### src/rtl/weight_load_sequencer.sv
// Streams the full parameter set from one valid/ready source into layer memories.
// Latency: a beat accepted at edge N is written in cycle N+1. s_ready is held high only while a load is in progress.
module weight_load_sequencer #(
  parameter int N_K1      = 90,
  parameter int N_O1      = 18,
  parameter int N_K2      = 1080,
  parameter int N_O2      = 60,
  parameter int N_FC      = 10,
  parameter int FC_CHUNKS = 48
) (
  input  logic        clk,
  input  logic        rst_n,
  input  logic        start,
  input  logic        s_valid,
  output logic        s_ready,
  input  logic [24:0] s_data,
  output logic        wr_valid,
  output logic [1:0]  wr_layer,
  output logic        wr_kind,
  output logic [10:0] wr_addr,
  output logic [5:0]  wr_chunk,
  output logic [24:0] wr_data,
  output logic        weights_loaded,
  output logic        load_done
);

  typedef enum logic [2:0] {IDLE, L1K, L1O, L2K, L2O, FCO, FCB, DONE} state_t;

  state_t      state_q, state_d;
  logic [10:0] addr_q, addr_d;
  logic [5:0]  chunk_q, chunk_d;
  logic        s_ready_q, s_ready_d;
  logic        wr_valid_q, wr_valid_d;
  logic [1:0]  wr_layer_q, wr_layer_d;
  logic        wr_kind_q, wr_kind_d;
  logic [10:0] wr_addr_q, wr_addr_d;
  logic [5:0]  wr_chunk_q, wr_chunk_d;
  logic [24:0] wr_data_q, wr_data_d;
  logic        loaded_q, loaded_d;
  logic        load_done_q, load_done_d;

  logic        accept;
  logic        sec_last;
  state_t      sec_next;
  logic [24:0] off_data, fcb_data;

  assign accept   = s_valid & s_ready_q;
  assign off_data = {17'b0, s_data[7:0]};
  assign fcb_data = {5'b0, s_data[19:0]};

  always_comb begin
    state_d     = state_q;
    addr_d      = addr_q;
    chunk_d     = chunk_q;
    wr_valid_d  = 1'b0;
    wr_layer_d  = wr_layer_q;
    wr_kind_d   = wr_kind_q;
    wr_addr_d   = wr_addr_q;
    wr_chunk_d  = wr_chunk_q;
    wr_data_d   = wr_data_q;
    loaded_d    = loaded_q;
    load_done_d = 1'b0;
    sec_last    = 1'b0;
    sec_next    = state_q;

    case (state_q)
      L1K: begin wr_layer_d = 2'd1; wr_kind_d = 1'b0; wr_data_d = s_data;
                 sec_last = (addr_q == 11'(N_K1 - 1)); sec_next = L1O; end
      L1O: begin wr_layer_d = 2'd1; wr_kind_d = 1'b1; wr_data_d = off_data;
                 sec_last = (addr_q == 11'(N_O1 - 1)); sec_next = L2K; end
      L2K: begin wr_layer_d = 2'd2; wr_kind_d = 1'b0; wr_data_d = s_data;
                 sec_last = (addr_q == 11'(N_K2 - 1)); sec_next = L2O; end
      L2O: begin wr_layer_d = 2'd2; wr_kind_d = 1'b1; wr_data_d = off_data;
                 sec_last = (addr_q == 11'(N_O2 - 1)); sec_next = FCO; end
      FCO: begin wr_layer_d = 2'd3; wr_kind_d = 1'b1; wr_data_d = off_data;
                 sec_last = (addr_q == 11'(N_FC - 1)); sec_next = FCB; end
      FCB: begin wr_layer_d = 2'd3; wr_kind_d = 1'b0; wr_data_d = fcb_data; end
      default: ;
    endcase

    if (state_q == IDLE || state_q == DONE) begin
      // Field registers keep stale values here; only wr_valid qualifies them.
      wr_layer_d = wr_layer_q;
      wr_kind_d  = wr_kind_q;
      wr_data_d  = wr_data_q;
      if (start) begin
        state_d  = L1K;
        addr_d   = '0;
        chunk_d  = '0;
        loaded_d = 1'b0;
      end
    end else if (!accept) begin
      wr_layer_d = wr_layer_q;
      wr_kind_d  = wr_kind_q;
      wr_data_d  = wr_data_q;
    end else begin
      wr_valid_d = 1'b1;
      wr_addr_d  = addr_q;
      wr_chunk_d = (state_q == FCB) ? chunk_q : 6'd0;
      if (state_q == FCB) begin
        // Chunk is the inner index, row (addr) the outer one.
        if (chunk_q == 6'(FC_CHUNKS - 1)) begin
          chunk_d = '0;
          if (addr_q == 11'(N_FC - 1)) begin
            state_d     = DONE;
            addr_d      = '0;
            loaded_d    = 1'b1;
            load_done_d = 1'b1;
          end else begin
            addr_d = addr_q + 11'd1;
          end
        end else begin
          chunk_d = chunk_q + 6'd1;
        end
      end else if (sec_last) begin
        state_d = sec_next;
        addr_d  = '0;
      end else begin
        addr_d = addr_q + 11'd1;
      end
    end

    s_ready_d = (state_d != IDLE) && (state_d != DONE);
  end

  always_ff @(posedge clk) begin
    if (!rst_n) begin
      state_q     <= IDLE;
      addr_q      <= '0;
      chunk_q     <= '0;
      s_ready_q   <= 1'b0;
      wr_valid_q  <= 1'b0;
      wr_layer_q  <= '0;
      wr_kind_q   <= 1'b0;
      wr_addr_q   <= '0;
      wr_chunk_q  <= '0;
      wr_data_q   <= '0;
      loaded_q    <= 1'b0;
      load_done_q <= 1'b0;
    end else begin
      state_q     <= state_d;
      addr_q      <= addr_d;
      chunk_q     <= chunk_d;
      s_ready_q   <= s_ready_d;
      wr_valid_q  <= wr_valid_d;
      wr_layer_q  <= wr_layer_d;
      wr_kind_q   <= wr_kind_d;
      wr_addr_q   <= wr_addr_d;
      wr_chunk_q  <= wr_chunk_d;
      wr_data_q   <= wr_data_d;
      loaded_q    <= loaded_d;
      load_done_q <= load_done_d;
    end
  end

  assign s_ready        = s_ready_q;
  assign wr_valid       = wr_valid_q;
  assign wr_layer       = wr_layer_q;
  assign wr_kind        = wr_kind_q;
  assign wr_addr        = wr_addr_q;
  assign wr_chunk       = wr_chunk_q;
  assign wr_data        = wr_data_q;
  assign weights_loaded = loaded_q;
  assign load_done      = load_done_q;

endmodule

### config.mk
export PLATFORM = sky130hd
export DESIGN_NAME = weight_load_sequencer
export DESIGN_NICKNAME = d
export VERILOG_FILES = /design/src/rtl/weight_load_sequencer.sv
export SDC_FILE = /design/constraint.sdc
export NUM_CORES = 1
export LEC_CHECK = 0
export BUFFER_PORTS_ARGS = -buffer_cell sky130_fd_sc_hd__buf_2
export CAP_MARGIN = 20
export CELL_PAD_IN_SITES_DETAIL_PLACEMENT = 1
export CELL_PAD_IN_SITES_GLOBAL_PLACEMENT = 1
export CORE_ASPECT_RATIO = 1.4
export CORE_MARGIN = 4
export CORE_UTILIZATION = 30
export DETAILED_ROUTE_END_ITERATION = 8
export GPL_TIMING_DRIVEN = 0
export PLACE_DENSITY = 0.75
export SETUP_SLACK_MARGIN = 0.3
export SLEW_MARGIN = 20
export SYNTH_ARGS = -nofsm -noshare
export SYNTH_HDL_FRONTEND = slang
export SYNTH_SLANG_ARGS = --single-unit
### constraint.sdc
create_clock -name clk -period 2.5 [get_ports clk]
set_input_delay 0.375 -clock clk [delete_from_list [all_inputs] [get_ports clk]]
set_output_delay 0.375 -clock clk [all_outputs]
set_load 0.05 [all_outputs]
==> results.json <==
{
  "rsz0062_at_grt": "yes",
  "critPathKind": "register to register",
  "clk_pin_slew_worst_paths_ps": 60,
  "ys_seq_elements": 69,
  "final_cells": 609,
  "num_vias": 3192,
  "synth_common_cells": "dfxtp_1 (69), nand2_1 (66), a21oi_1 (30)",
  "drive_above_1_share": 0.3207,
  "htreeDepth": 3,
  "power_density_nw_per_um2": 647.9,
  "r2r_cells": 7,
  "syn_inst": 375,
  "place_ws_ps": 108.2,
  "dp_hpwl_um": 7170,
  "async_reset_ff_frac": 0,
  "dr.pass1.iters": 4,
  "route.detailed.drc": 0,
  "ys_types": 56,
  "synth_top_family_by_area": "simple AND/OR/NAND/NOR gates",
  "min_period_over_period": 0.9211,
  "max_freq_mhz": 434.3,
  "yosys.area_share.simple": 0.2417,
  "insertedDiodeCount": 0,
  "core_area_um2": 10060,
  "routedWlPerCell_um": 16.31,
  "port_buffers": 77,
  "synthAdderAreaFrac": 0.01202,
  "seqPwrFrac": 0.410,
  "synth_compound_area_frac": 0.2212,
  "post-place-cells": 587,
  "netlist_area_um2": 3122,
  "synth_xor_xnor_area_share": 0.01964,
  "numCtsBuffers": 9,
  "clk_latency_ps": 340,
  "drt-total-wl_um": 9930,
  "p_comb_frac": 0.078,
  "cts_hold_buf": 0,
  "tns_ps": 0,
  "crit_chain": "buf_6 > nor3b_4 > or4_4 > a211o_1 > o21ai_1 > a32oi_1 > a221oi_2",
  "timing.rr.start": "state_q[2]$_SDFF_PN0_",
  "hold_class": "input pin to register",
  "syn_to_final_growth_pct": 36.39,
  "drtIter0Drc": 108,
  "grt.overflow.total": 0,
  "maxCapViolations": 0,
  "tightest_slew_ps": 583.5,
  "whs_ps": 245.7,
  "critPathLaunch": "state_q[2]$_SDFF_PN0_",
  "root_buffer": "clkbuf_16",
  "clockPowerShare": 0.512,
  "antenna_found_initial": 0,
  "fin_crit_ps": 2303,
  "status": "completed",
  "initial_utilization": 0.3103,
  "cts.sinks": 69,
  "grt_max_degree": 13,
  "internal_power_uw": 2115,
  "reg2reg_setup_slack_ps": 200,
  "nets": 501,
  "synth_most_common_cell": "dfxtp_1",
  "grt_pass1_wl_um": 16300,
  "worst_slack_ps": 197.4,
  "die_x_um": 94.22,
  "ant_nets": 0,
  "clockBufferDepth": 2,
  "max_slew_margin": 0.6080,
  "synth.net_count": 407,
  "cp-start-kind": "register",
  "slowest_delay_ps": 510,
  "rows": 43,
  "gp_congestion": 0.8947,
  "yosysTopAreaCell": "dfxtp_1",
  "worstReg2RegEnd": "s_ready$_SDFF_PN0_",
  "fp.dieH_um": 128.7,
  "hold_viol": 0,
  "fin_skew_ps": 5.614,
  "end_kind": "register",
  "synth.avg_cell_area_um2": 8.325,
  "cp.required_ps": 2740,
  "finalMaxSlewViolations": 0,
  "synth_top_area_frac": 0.4425,
  "cts_tree": "done",
  "yosys-top-cells-area": "dfxtp_1 (44%), nand2_1 (7.9%), a22o_1 (6.7%)",
  "muxShareOfSynthArea": 0.01002,
  "p_leak_uw": 0.001767,
  "vias_per_cell": 5.241,
  "finalSetupViolations": 0,
  "synth_edf_count": 0,
  "p_switching_uw": 644.0,
  "swShare": 0.2335,
  "pin_count": 78,
  "dieArea_um2": 12130,
  "cp.arrival_ps": 2540,
  "ys_warn_count": 0,
  "seq_area_frac_synth": 0.4425,
  "peakVddDrop_uv": 356.0,
  "first_global_vias": 3389,
  "crit_end": "s_ready$_SDFF_PN0_",
  "path_max_fanout": 6,
  "synthFlopType": "dfxtp_1",
  "cp_slowest_cell": "or4_4",
  "grt_util_all_layers": 0.1704
}
## cells by family (layout without fill, tap and decap cells)
logic type | count (synthesis) | in the layout
adder cells (fa/ha/maj) | 3 | 3
flip-flops | 69 | 69
AO/OA/AOI/OAI | 98 | 98
multiplexers | 3 | 3
buffers and inverters | 37 | 136
XOR/XNOR | 7 | 7
AND/OR/NAND/NOR | 158 | 158
## per-stage QoR
step / area [um2] / power [uW] / utilization
after floorplan: 3122 / 1283 / -
after global placement: 3676 / 1350 / 0.3654
after detailed placement: 3676 / 1355 / 0.3654
after CTS: 4065 / 2784 / 0.4041
after global routing: 4258 / 2859 / 0.4232
final: 4258 / 2759 / 0.4232
## how the worst min path moves through the flow
stage | from | to | cells past startpoint
after floorplan | chunk_q[1]$_SDFFE_PN0P_ | wr_chunk[1]$_SDFFE_PN0P_ | 1
after global placement | wr_data[6]$_SDFFE_PN0P_ | wr_data[6]$_SDFFE_PN0P_ | 2
after detailed placement | wr_addr[10]$_SDFFE_PN0P_ | wr_addr[10]$_SDFFE_PN0P_ | 2
after CTS | s_data[14] | wr_data[14]$_SDFFE_PN0P_ | 2
after global routing | s_data[19] | wr_data[19]$_SDFFE_PN0P_ | 2
final | s_data[14] | wr_data[14]$_SDFFE_PN0P_ | 2
## critical path, delay by kind of cell, from the launching register on
family	cells	cell delay, ps
AOI/OAI and AO/OA	4	1100
buffers and inverters	1	120
DFF	1	310
and+or+nand+nor	2	660
## cells in the final DEF (no fill, tap or decap), drive strengths merged, types with 3 or more instances in the layout
| master | n |
|---|---|
| o22ai | 3 |
| nor2 | 29 |
| o21ai | 8 |
| and3 | 9 |
| dfxtp | 69 |
| clkbuf | 32 |
| nand2 | 66 |
| inv | 10 |
| a31oi | 11 |
| xor2 | 4 |
| xnor2 | 3 |
| nand3 | 14 |
| and2 | 5 |
| ha | 3 |
| nor4 | 3 |
| nor3 | 8 |
| nand4 | 4 |
| buf | 90 |
| a22o | 24 |
| a21oi | 30 |
| nor2b | 3 |
| nand3b | 3 |
## cell type report
type                    count  area, um2
inverters                   9      33.78
multi-input cells         269       1719
repair buffers             83      455.4
clock inverters             5      81.33
flip-flops and latches     69       1386
fillers                  1225       5803
plain buffers              28      160.2
well taps                 135      168.9
clock buffers              11      252.7
## power groups by stage
stage                     clock network, uW  logic, uW  registers [uW]
after floorplan                           0       92.9            1190
after global placement                    0        198            1150
after detailed placement                  0        202            1150
after CTS                              1450        207            1130
after global routing                   1490        237            1130
final                                  1410        216            1130
## registers in the layout, indices dropped and copies added (netlist names)
name and count:
wr_data 25, addr_q 11, wr_addr 11, chunk_q 6
wr_chunk 6, state_q 3, wr_layer 2, load_done 1
s_ready 1, weights_loaded 1, wr_kind 1, wr_valid 1
## layer usage
metal,track usage,vias up,routed length [um],share of wire
li1,-,1531,-,-
met1,0.1841,1532,3837,0.39
met2,0.2993,103,5161,0.52
met3,0.04444,26,587,0.059
met4,0.09354,0,343,0.035
met5,0,-,0,0
## what timing repair did
item,in CTS,in global routing
setup buffers,3,2
endpoints found under the setup margin,38,56
pin swaps,2,4
gates cloned,0,1
gates resized for setup,14,51
(Power assumes the default switching activity.)
